`src/rtl/ctrl_pkg.sv`:
```
// Shared definitions for mc_control_unit: instruction field codes, FSM states,
// datapath select encodings and the decoded control bundle.
package ctrl_pkg;

    localparam logic [5:0] OP_RTYPE  = 6'h00;
    localparam logic [5:0] OP_REGIMM = 6'h01;
    localparam logic [5:0] OP_J      = 6'h02;
    localparam logic [5:0] OP_JAL    = 6'h03;
    localparam logic [5:0] OP_BEQ    = 6'h04;
    localparam logic [5:0] OP_BNE    = 6'h05;
    localparam logic [5:0] OP_BLEZ   = 6'h06;
    localparam logic [5:0] OP_BGTZ   = 6'h07;
    localparam logic [5:0] OP_ADDI   = 6'h08;
    localparam logic [5:0] OP_ADDIU  = 6'h09;
    localparam logic [5:0] OP_SLTI   = 6'h0A;
    localparam logic [5:0] OP_SLTIU  = 6'h0B;
    localparam logic [5:0] OP_ANDI   = 6'h0C;
    localparam logic [5:0] OP_ORI    = 6'h0D;
    localparam logic [5:0] OP_XORI   = 6'h0E;
    localparam logic [5:0] OP_LUI    = 6'h0F;
    localparam logic [5:0] OP_LB     = 6'h20;
    localparam logic [5:0] OP_LH     = 6'h21;
    localparam logic [5:0] OP_LWL    = 6'h22;
    localparam logic [5:0] OP_LW     = 6'h23;
    localparam logic [5:0] OP_LBU    = 6'h24;
    localparam logic [5:0] OP_LHU    = 6'h25;
    localparam logic [5:0] OP_LWR    = 6'h26;
    localparam logic [5:0] OP_SB     = 6'h28;
    localparam logic [5:0] OP_SH     = 6'h29;
    localparam logic [5:0] OP_SW     = 6'h2B;

    localparam logic [5:0] FN_JR     = 6'h08;
    localparam logic [5:0] FN_JALR   = 6'h09;
    localparam logic [5:0] FN_MFHI   = 6'h10;
    localparam logic [5:0] FN_MTHI   = 6'h11;
    localparam logic [5:0] FN_MFLO   = 6'h12;
    localparam logic [5:0] FN_MTLO   = 6'h13;
    localparam logic [5:0] FN_MULT   = 6'h18;
    localparam logic [5:0] FN_MULTU  = 6'h19;
    localparam logic [5:0] FN_DIV    = 6'h1A;
    localparam logic [5:0] FN_DIVU   = 6'h1B;

    localparam logic [4:0] RI_BLTZ   = 5'h00;
    localparam logic [4:0] RI_BGEZ   = 5'h01;
    localparam logic [4:0] RI_BLTZAL = 5'h10;
    localparam logic [4:0] RI_BGEZAL = 5'h11;

    typedef enum logic [1:0] {EXEC, RMW_RD, LD_WAIT, MD_WAIT} ctrl_state_t;

    localparam logic [2:0] MTR_ALU = 3'd0;
    localparam logic [2:0] MTR_MEM = 3'd1;
    localparam logic [2:0] MTR_PC4 = 3'd2;
    localparam logic [2:0] MTR_HI  = 3'd3;
    localparam logic [2:0] MTR_LO  = 3'd4;

    localparam logic [1:0] RD_RT = 2'd0;
    localparam logic [1:0] RD_RD = 2'd1;
    localparam logic [1:0] RD_RA = 2'd2;

    localparam logic [1:0] RW_NONE = 2'b00;
    localparam logic [1:0] RW_LWL  = 2'b01;
    localparam logic [1:0] RW_LWR  = 2'b10;
    localparam logic [1:0] RW_FULL = 2'b11;

    localparam logic [1:0] HL_WRITE = 2'b11;

    typedef struct packed {
        logic       JR;
        logic       Jump;
        logic [1:0] RegWrite;
        logic [1:0] RegDst;
        logic [2:0] MemtoReg;
        logic       MemRead;
        logic       MemWrite;
        logic [1:0] HI_write;
        logic [1:0] LO_write;
        logic       delay_early;
        logic       muldiv_start;
    } ctrl_t;

endpackage

```
`src/rtl/muldiv_timer.sv`:
```
// Multiply/divide latency timer: loads on start, counts down to zero.
// Busy while nonzero; done marks the final (1->0) cycle.
module muldiv_timer #(
    parameter int unsigned MULT_CYCLES = 4,
    parameter int unsigned DIV_CYCLES  = 32,
    parameter int unsigned CNT_W       = 6
) (
    input  logic clk,
    input  logic reset,
    input  logic i_start,
    input  logic i_is_div,
    output logic o_busy,
    output logic o_done
);

    logic [CNT_W-1:0] r_cnt;

    always_ff @(posedge clk) begin
        if (reset) begin
            r_cnt <= '0;
        end else if (i_start) begin
            r_cnt <= i_is_div ? CNT_W'(DIV_CYCLES) : CNT_W'(MULT_CYCLES);
        end else if (r_cnt != '0) begin
            r_cnt <= r_cnt - CNT_W'(1);
        end
    end

    assign o_busy = (r_cnt != '0);
    assign o_done = (r_cnt == CNT_W'(1));

endmodule

```
`src/rtl/mc_control_unit.sv`:
```
// Multi-cycle MIPS control unit: decode plus SB/SH RMW, load wait-states, delay-slot flag.
// Define MULDIV_INTERLOCK_EN for the timed MULT/DIV path with HI/LO interlock.
module mc_control_unit
    import ctrl_pkg::*;
#(
    parameter int unsigned MULT_CYCLES = 4,
    parameter int unsigned DIV_CYCLES  = 32,
    parameter int unsigned CNT_W       = 6
) (
    input  logic       clk,
    input  logic       reset,
    input  logic       instr_valid,
    input  logic [5:0] opcode,
    input  logic [5:0] funct,
    input  logic [4:0] rt,
    input  logic       mem_wait,
    output logic       JR,
    output logic       Jump,
    output logic [1:0] RegWrite,
    output logic [1:0] RegDst,
    output logic [2:0] MemtoReg,
    output logic       MemRead,
    output logic       MemWrite,
    output logic [1:0] HI_write,
    output logic [1:0] LO_write,
    output logic       delay_early,
    output logic       stall,
    output logic       muldiv_start,
    output logic       muldiv_busy,
    output logic       in_delay_slot
);

    ctrl_state_t r_state;
    ctrl_state_t w_next;
    logic        r_in_delay_slot;

    ctrl_t       w_dec;
    ctrl_t       w_out;
    logic        w_is_load;
    logic        w_is_rmw;
    logic        w_is_hilo;
    logic        w_is_div;
    logic        w_stall;
    logic        w_issue;
    logic        w_busy;
    logic        w_done;

    always_comb begin
        w_dec          = '0;
        w_dec.RegWrite = RW_NONE;
        w_dec.RegDst   = RD_RT;
        w_dec.MemtoReg = MTR_ALU;
        w_is_load      = 1'b0;
        w_is_rmw       = 1'b0;
        w_is_hilo      = 1'b0;
        w_is_div       = (funct == FN_DIV) || (funct == FN_DIVU);
        case (opcode)
            OP_RTYPE: begin
                case (funct)
                    FN_JR: begin
                        w_dec.JR          = 1'b1;
                        w_dec.delay_early = 1'b1;
                    end
                    FN_JALR: begin
                        w_dec.JR          = 1'b1;
                        w_dec.delay_early = 1'b1;
                        w_dec.RegWrite    = RW_FULL;
                        w_dec.RegDst      = RD_RD;
                        w_dec.MemtoReg    = MTR_PC4;
                    end
                    FN_MFHI, FN_MFLO: begin
                        w_is_hilo      = 1'b1;
                        w_dec.RegWrite = RW_FULL;
                        w_dec.RegDst   = RD_RD;
                        w_dec.MemtoReg = (funct == FN_MFHI) ? MTR_HI : MTR_LO;
                    end
                    FN_MTHI: begin
                        w_is_hilo      = 1'b1;
                        w_dec.HI_write = HL_WRITE;
                    end
                    FN_MTLO: begin
                        w_is_hilo      = 1'b1;
                        w_dec.LO_write = HL_WRITE;
                    end
                    FN_MULT, FN_MULTU, FN_DIV, FN_DIVU: begin
                        w_is_hilo          = 1'b1;
                        w_dec.muldiv_start = 1'b1;
`ifndef MULDIV_INTERLOCK_EN
                        w_dec.HI_write     = HL_WRITE;
                        w_dec.LO_write     = HL_WRITE;
`endif
                    end
                    default: begin
                        w_dec.RegWrite = RW_FULL;
                        w_dec.RegDst   = RD_RD;
                    end
                endcase
            end
            OP_REGIMM: begin
                case (rt)
                    RI_BLTZ, RI_BGEZ: w_dec.delay_early = 1'b1;
                    RI_BLTZAL, RI_BGEZAL: begin
                        w_dec.delay_early = 1'b1;
                        w_dec.RegWrite    = RW_FULL;
                        w_dec.RegDst      = RD_RA;
                        w_dec.MemtoReg    = MTR_PC4;
                    end
                    default: ;
                endcase
            end
            OP_J: begin
                w_dec.Jump        = 1'b1;
                w_dec.delay_early = 1'b1;
            end
            OP_JAL: begin
                w_dec.Jump        = 1'b1;
                w_dec.delay_early = 1'b1;
                w_dec.RegWrite    = RW_FULL;
                w_dec.RegDst      = RD_RA;
                w_dec.MemtoReg    = MTR_PC4;
            end
            OP_BEQ, OP_BNE, OP_BLEZ, OP_BGTZ: w_dec.delay_early = 1'b1;
            OP_ADDI, OP_ADDIU, OP_SLTI, OP_SLTIU,
            OP_ANDI, OP_ORI, OP_XORI, OP_LUI: w_dec.RegWrite = RW_FULL;
            OP_LB, OP_LH, OP_LW, OP_LBU, OP_LHU, OP_LWL, OP_LWR: begin
                w_is_load      = 1'b1;
                w_dec.MemRead  = 1'b1;
                w_dec.MemtoReg = MTR_MEM;
                w_dec.RegWrite = (opcode == OP_LWL) ? RW_LWL :
                                 (opcode == OP_LWR) ? RW_LWR : RW_FULL;
            end
            OP_SB, OP_SH: w_is_rmw = 1'b1;
            OP_SW: w_dec.MemWrite = 1'b1;
            default: ;
        endcase
    end

    // EXEC and MD_WAIT share one path: MD_WAIT is simply EXEC re-checking the interlock.
    // RMW_RD/LD_WAIT finish an already accepted instruction held in the IR.
    always_comb begin
        w_out   = '0;
        w_stall = 1'b0;
        w_issue = 1'b0;
        w_next  = r_state;
        if (!reset) begin
            case (r_state)
                EXEC, MD_WAIT: begin
                    w_next = EXEC;
                    if (instr_valid) begin
                        if (w_is_hilo && w_busy) begin
                            w_stall = 1'b1;
                            w_next  = MD_WAIT;
                        end else if (w_is_rmw) begin
                            w_out.MemRead = 1'b1;
                            w_stall       = 1'b1;
                            w_next        = RMW_RD;
                        end else if (w_is_load && mem_wait) begin
                            w_out.MemRead = 1'b1;
                            w_stall       = 1'b1;
                            w_next        = LD_WAIT;
                        end else begin
                            w_out   = w_dec;
                            w_issue = 1'b1;
                        end
                    end
                end
                RMW_RD: begin
                    w_out.MemWrite = 1'b1;
                    w_issue        = 1'b1;
                    w_next         = EXEC;
                end
                LD_WAIT: begin
                    if (mem_wait) begin
                        w_out.MemRead = 1'b1;
                        w_stall       = 1'b1;
                    end else begin
                        w_out   = w_dec;
                        w_issue = 1'b1;
                        w_next  = EXEC;
                    end
                end
                default: w_next = EXEC;
            endcase
        end
    end

    always_ff @(posedge clk) begin
        if (reset) begin
            r_state         <= EXEC;
            r_in_delay_slot <= 1'b0;
        end else begin
            r_state <= w_next;
            if (w_issue) begin
                r_in_delay_slot <= w_out.delay_early;
            end
        end
    end

`ifdef MULDIV_INTERLOCK_EN
    muldiv_timer #(
        .MULT_CYCLES (MULT_CYCLES),
        .DIV_CYCLES  (DIV_CYCLES),
        .CNT_W       (CNT_W)
    ) u_muldiv_timer (
        .clk      (clk),
        .reset    (reset),
        .i_start  (w_out.muldiv_start),
        .i_is_div (w_is_div),
        .o_busy   (w_busy),
        .o_done   (w_done)
    );
`else
    logic w_unused_cfg;
    assign w_busy       = 1'b0;
    assign w_done       = 1'b0;
    assign w_unused_cfg = w_is_div ^ ((MULT_CYCLES + DIV_CYCLES + CNT_W) == 32'd0);
`endif

    assign JR            = w_out.JR;
    assign Jump          = w_out.Jump;
    assign RegWrite      = w_out.RegWrite;
    assign RegDst        = w_out.RegDst;
    assign MemtoReg      = w_out.MemtoReg;
    assign MemRead       = w_out.MemRead;
    assign MemWrite      = w_out.MemWrite;
    assign HI_write      = (w_done && !reset) ? HL_WRITE : w_out.HI_write;
    assign LO_write      = (w_done && !reset) ? HL_WRITE : w_out.LO_write;
    assign delay_early   = w_out.delay_early;
    assign stall         = w_stall;
    assign muldiv_start  = w_out.muldiv_start;
    assign muldiv_busy   = w_busy && !reset;
    assign in_delay_slot = r_in_delay_slot && !reset;

endmodule
```
`config.mk`:
```
export PLATFORM = sky130hd
export DESIGN_NAME = mc_control_unit
export DESIGN_NICKNAME = d
export VERILOG_FILES = /design/src/rtl/ctrl_pkg.sv /design/src/rtl/muldiv_timer.sv /design/src/rtl/mc_control_unit.sv
export SDC_FILE = /design/constraint.sdc
export NUM_CORES = 1
export LEC_CHECK = 0
export CORE_MARGIN = 2
export CORE_UTILIZATION = 34
export DETAILED_ROUTE_END_ITERATION = 6
export PLACE_DENSITY = 0.75
export SLEW_MARGIN = 20
export SYNTH_ARGS = -nofsm -noshare
export SYNTH_HDL_FRONTEND = slang
export SYNTH_SLANG_ARGS = --single-unit
export TNS_END_PERCENT = 100
```
`constraint.sdc`:
```
create_clock -name clk -period 2.32 [get_ports clk]
set_clock_uncertainty 0.15 [all_clocks]
set_input_delay 0.464 -clock clk [delete_from_list [all_inputs] [get_ports clk]]
set_output_delay 0.464 -clock clk [all_outputs]
set_load 0.01 [all_outputs]
```
**Word-level counts from Yosys, hierarchy flattened**

Index checks and enable logic that the tools add are counted.

- Add/subtract/negate cells: 0
- Multipliers: 0
- Div/mod/pow operators: 0
- $lt $le $gt $ge: 0
- Equality and inequality tests: 42
- Shift-type cells: 0
- Muxes and demuxes: 53
- Bitwise operators: 0
- Reduce and logical (&&, ||, !) cells: 20

Operator list:

| operator | number |
|---|---|
| 6-bit by 4-bit == test with 1-bit output (second input constant) | 10 |
| 6-bit == test (second input constant) | 10 |
| 6-bit by 5-bit == test with 1-bit output (second input constant) | 8 |
| 17-bit 2-to-1 mux | 2 |
| 7-bit 2-to-1 mux | 4 |
| 9-bit 2-to-1 mux | 3 |
| 6-bit by 3-bit == test with 1-bit output (second input constant) | 4 |
| 1-bit 2-to-1 mux | 23 |
| 10-bit case mux with 2 select lines | 1 |
| 2-bit 2-to-1 mux | 7 |
| 7-bit OR reduction | 2 |
| 6-bit by 2-bit == test with 1-bit output (second input constant) | 2 |
| 2-bit case mux with 3 select lines | 2 |
| 3-bit case mux with 4 select lines | 1 |
| 6-bit case mux with 2 select lines | 1 |
| 2-bit OR reduction | 6 |
| 5-bit == test (second input constant) | 2 |
| 5-bit OR reduction | 2 |
| 1-bit case mux with 3 select lines | 3 |
| 9-bit OR reduction | 1 |
| 4-bit 2-to-1 mux | 2 |
| 2-bit case mux with 4 select lines | 1 |
| 4-bit OR reduction | 2 |
| 6-bit by 1-bit == test with 1-bit output (second input constant) | 1 |
| 13 further kinds | 15 |

- Register bits after elaboration: 3
- Latch bits: 0
- Bits in writable memories: 0
- Memory bits (read-only): 0
- Word-level logic and storage cells: 117
- Memories: 0

**Longest topological paths before layout**

- Depth after elaboration: 9
- Depth in mapped cells: 8

**Least setup slack after synthesis**

Ideal clock, no wire load.

- Kind: in2out
- From: in opcode[1]
- To: out HI_write[1]
- Arrival time: 2.159 ns
- Data required time: 1.706 ns
- Slack: -0.453 ns
- Cell stages on the path: 7
- Cell sequence: buf_2 > nand3_1 > a221oi_2 > o31ai_1 > buf_2 > nor4_1 > buf_4

- Cells in the longest elaborated chain, start to end: 9
- Elaborated cells on any way between the ends: 22
- Those cells by class: eq/ne: 9; mux: 9; reduce/logical: 4

Ends and longest elaborated chain:

| element | RTL line | RTL |
|---|---|---|
| start, declared | mc_control_unit.sv:13 | `input logic [5:0] opcode,` |
| 6-bit == test | mc_control_unit.sv:57 | `case (opcode)` |
| 7-bit OR reduction | mc_control_unit.sv:57 |  |
| 1-bit 2-to-1 mux | mc_control_unit.sv:57 |  |
| 1-bit logical AND | mc_control_unit.sv:157 | `end else if (w_is_load && mem_wait) begin` |
| 7-bit 2-to-1 mux | mc_control_unit.sv:157 |  |
| 7-bit 2-to-1 mux | mc_control_unit.sv:153 | `end else if (w_is_rmw) begin` |
| 17-bit 2-to-1 mux | mc_control_unit.sv:149 | `if (instr_valid) begin` |
| 6-bit case mux with 2 select lines * | mc_control_unit.sv:146 | `case (r_state)` |
| 17-bit 2-to-1 mux * | mc_control_unit.sv:145 | `if (!reset) begin` |
| end, declared | mc_control_unit.sv:24 | `output logic [1:0] HI_write,` |

Mark *: on every way between the ends. The rest lies on a longest branch, timed or not.

**Worst setup path in the final report**

- From: reg r_state[0]
- To: out MemtoReg[2]

- Cells in the longest elaborated chain, start to end: 4
- Elaborated cells on any way between the ends: 6
- Those cells by class: eq/ne: 2; mux: 2; reduce/logical: 2

Ends and longest elaborated chain:

| element | RTL line | RTL |
|---|---|---|
| start, declared | mc_control_unit.sv:33 | `ctrl_state_t r_state;` |
| start signal, assigned | mc_control_unit.sv:192 | `r_state <= w_next;` |
| 2-bit == test or 2-bit logical NOT (tied branches) | mc_control_unit.sv:146 |  |
| 2-bit OR reduction | mc_control_unit.sv:146 |  |
| 10-bit case mux with 2 select lines * | mc_control_unit.sv:146 |  |
| 17-bit 2-to-1 mux * | mc_control_unit.sv:145 |  |
| end, declared | mc_control_unit.sv:21 | `output logic [2:0] MemtoReg,` |

Marked as above.

==> flow_summary.toml <==
[sta]
hold_ws_ns = 0.4898
drv_slew = 0
min_period_over_period_pct = 120.2
rsz0062_at_grt = "true"
finalHoldViolCount = 0
timing.fmax_mhz = 358.6
finalSetupViolCount = 18
layout_setup_ws_ns = -0.4684
min_period_ns = 2.788

[die]
design.core.area_um2 = 2002
rows = 16
die_area_um2 = 2544
num_io_pins = 41
die_h_um = 50.44
die_w_um = 50.44
start_util_pct = 36.62

[clocking]
path_clk_slew_ns = 0.03
cts-root-buf = "clkbuf_4"
cts_tree = "yes"
clkLatencyLatePin_ns = 0.24
clock_sinks = 3
cts_buffers = 3
cts_buffer_depth = 2
htreeDepth = 1

[yosys]
synth_top_area_share_pct = 8.191
synthDistinctLibCells = 51
syn_avg_cell_area_um2 = 6.852
ys_seq_area_share_pct = 8.191
ys.flop_type = "dfxtp_1"
yosysWarnings = 0
synth-edff-count = 0
synthCells = 107
async_reset_ff_share_pct = 0
synth_fp_nets = 131
synthTopCellsByArea = "dfxtp_1, nand2_1, nor2_1"
ys_seq_elements = 3
syn_area_um2 = 733.2
yosysTopAreaCell = "dfxtp_1"

[detailed_routing]
ant_nets = 0
num_vias = 1397
dr.first_iter.drc_count = 41
first_pass_iters = 4
vias_per_cell = 6.074
wl_um = 4756
drc = 0
wl_per_cell_um = 20.68

[global_route]
overflow = 0
grt.total_usage_pct = 33.52
grt_first_pass_wirelength_um = 6423
antenna_found_initial = 0
grt_start_max_net_pins = 9
grt_pass1_vias = 1385

[pwr]
finalPower_uw = 398.6
p_leak_nw = 0.8024
clkPwrFrac_pct = 25.2
pwr-share-seq_pct = 13.3
switchingPower_uw = 153.7
vdd_drop_max_mv = 0.3214
power_density_nw_per_um2 = 220.9
p_sw_share_pct = 38.57
internal-power_uw = 244.9
pwr-share-comb_pct = 61.6

[hold_path]
hold_class = "register to register"

[layout]
drive_gt1_share_pct = 60.10
final_common_cell = "buf_4"
area_growth_pct = 146.1
fin_nets = 228
final_cell_mix = "buf_4, buf_2, buf_6"
fillers = 96
antenna_cells = 0
instances_no_fill = 230

[worst_setup_path]
start_kind = "register"
required_ns = 1.71
crit_arrival_ns = 2.17
critical_path_class = "register to primary output"
setup.worst_path.end_class = "primary output"
cp_max_fo = 5

[placement]
gp_congestion = 0.8345
hpwl_um = 2297
place_inst = 204
portBuffers = 38

[outcome]
outcome = "finished, violations left"
violations = "negative setup slack"

[flow_run]
maxCapViolations = 0
-- synthesized netlist by cell type, types with 2 or more instances --
cell type / count
nand2b_1: 2
nor3_1: 4
nand2_1: 12
a21oi_1: 8
nor4_1: 6
nor2_1: 11
ha_1: 3
a21o_1: 2
buf_2: 3
dfxtp_1: 3
nor2b_1: 3
inv_1: 4
o21a_1: 2
nand3_1: 3
nor3b_1: 2
nor4b_1: 2
buf_4: 3
-- repair_timing --
item                                    in CTS  in global routing
endpoints found under the setup margin      20                 17
setup buffers                               13                 10
hold buffers                                 0                  0
pin swaps                                   18                 16
resized for setup                          146                 17
-- cells by family (layout without fill, tap and decap cells) --
| group | after synthesis | count (layout) | share of synthesized area (%) |
|---|---|---|---|
| xor gates and xnor gates | 1 | 1 | 1.195 |
| DFF | 3 | 3 | 8.191 |
| and+or+nand+nor | 56 | 56 | 43.01 |
| adders and majority gates | 3 | 3 | 5.120 |
| other | 1 | 1 | 0.5115 |
| AOI/OAI and AO/OA | 31 | 31 | 32.77 |
| buffers and inverters | 12 | 108 | 9.213 |
-- through the flow --
step	setup WS (ns)	utilization, %	cell area (um2)	setup TNS (ns)
finish	-0.4684	90.13	1804	-6.371
global route	-0.5754	90.13	1804	-7.553
CTS	-0.4862	82.75	1657	-5.137
detailed placement	-1.216	71.63	1434	-19.82
global placement	-1.132	71.63	1434	-18.45
floorplan	-0.2072	-	767.0	-1.162
-- layout make-up --
cell class                 count  area (um2)  share of cell area [%]
clock buffer                   4       26.28                   1.456
timing repair buffer         100       820.8                   45.49
tap                           27       33.78                   1.872
multi-input combinational     92       848.3                   47.02
sequential                     3       60.06                   3.329
inverter                       4       15.01                  0.8322
-- state kept, by name, summed over array words and instances (netlist names) --
signal           cells
r_in_delay_slot      1
r_state              2
-- final timing paths --
path	startpoint	end	slack, ns	cells past startpoint
max reg2reg	r_state[0]	r_in_delay_slot	0.25	8
min	r_state[1]	r_state[1]	0.49	3
max	r_state[0]	MemtoReg[2]	-0.47	10
min reg2reg	r_state[1]	r_state[1]	0.49	3
-- metal layers --
layer / vias up / part of all wire [%] / global-route usage [%]
li1: 595 / - / -
met1: 677 / 35 / 34.24
met2: 86 / 49 / 63.16
met3: 39 / 8.2 / 5.952
met4: 0 / 7.6 / 18.92
met5: - / 0 / 0
-- worst max-delay path, cell delays in order (launching register included) --
cell and delay, ns:
dfxtp_1 0.36, inv_1 0.11, ha_4 0.30, nand2_4 0.07, a221oi_4 0.26, buf_6 0.16
o31ai_4 0.07, buf_6 0.15, buf_4 0.14, nor4_4 0.14, buf_2 0.17
-- power groups by stage --
| stage | clock, mW | sequential, mW | combinational [mW] |
|---|---|---|---|
| after floorplan | 0 | 0.0534 | 0.0618 |
| after global placement | 0 | 0.0534 | 0.156 |
| after detailed placement | 0 | 0.0534 | 0.161 |
| after CTS | 0.0944 | 0.0528 | 0.199 |
| after global routing | 0.102 | 0.0528 | 0.256 |
| final | 0.100 | 0.0528 | 0.245 |
(Power assumes the default switching activity.)
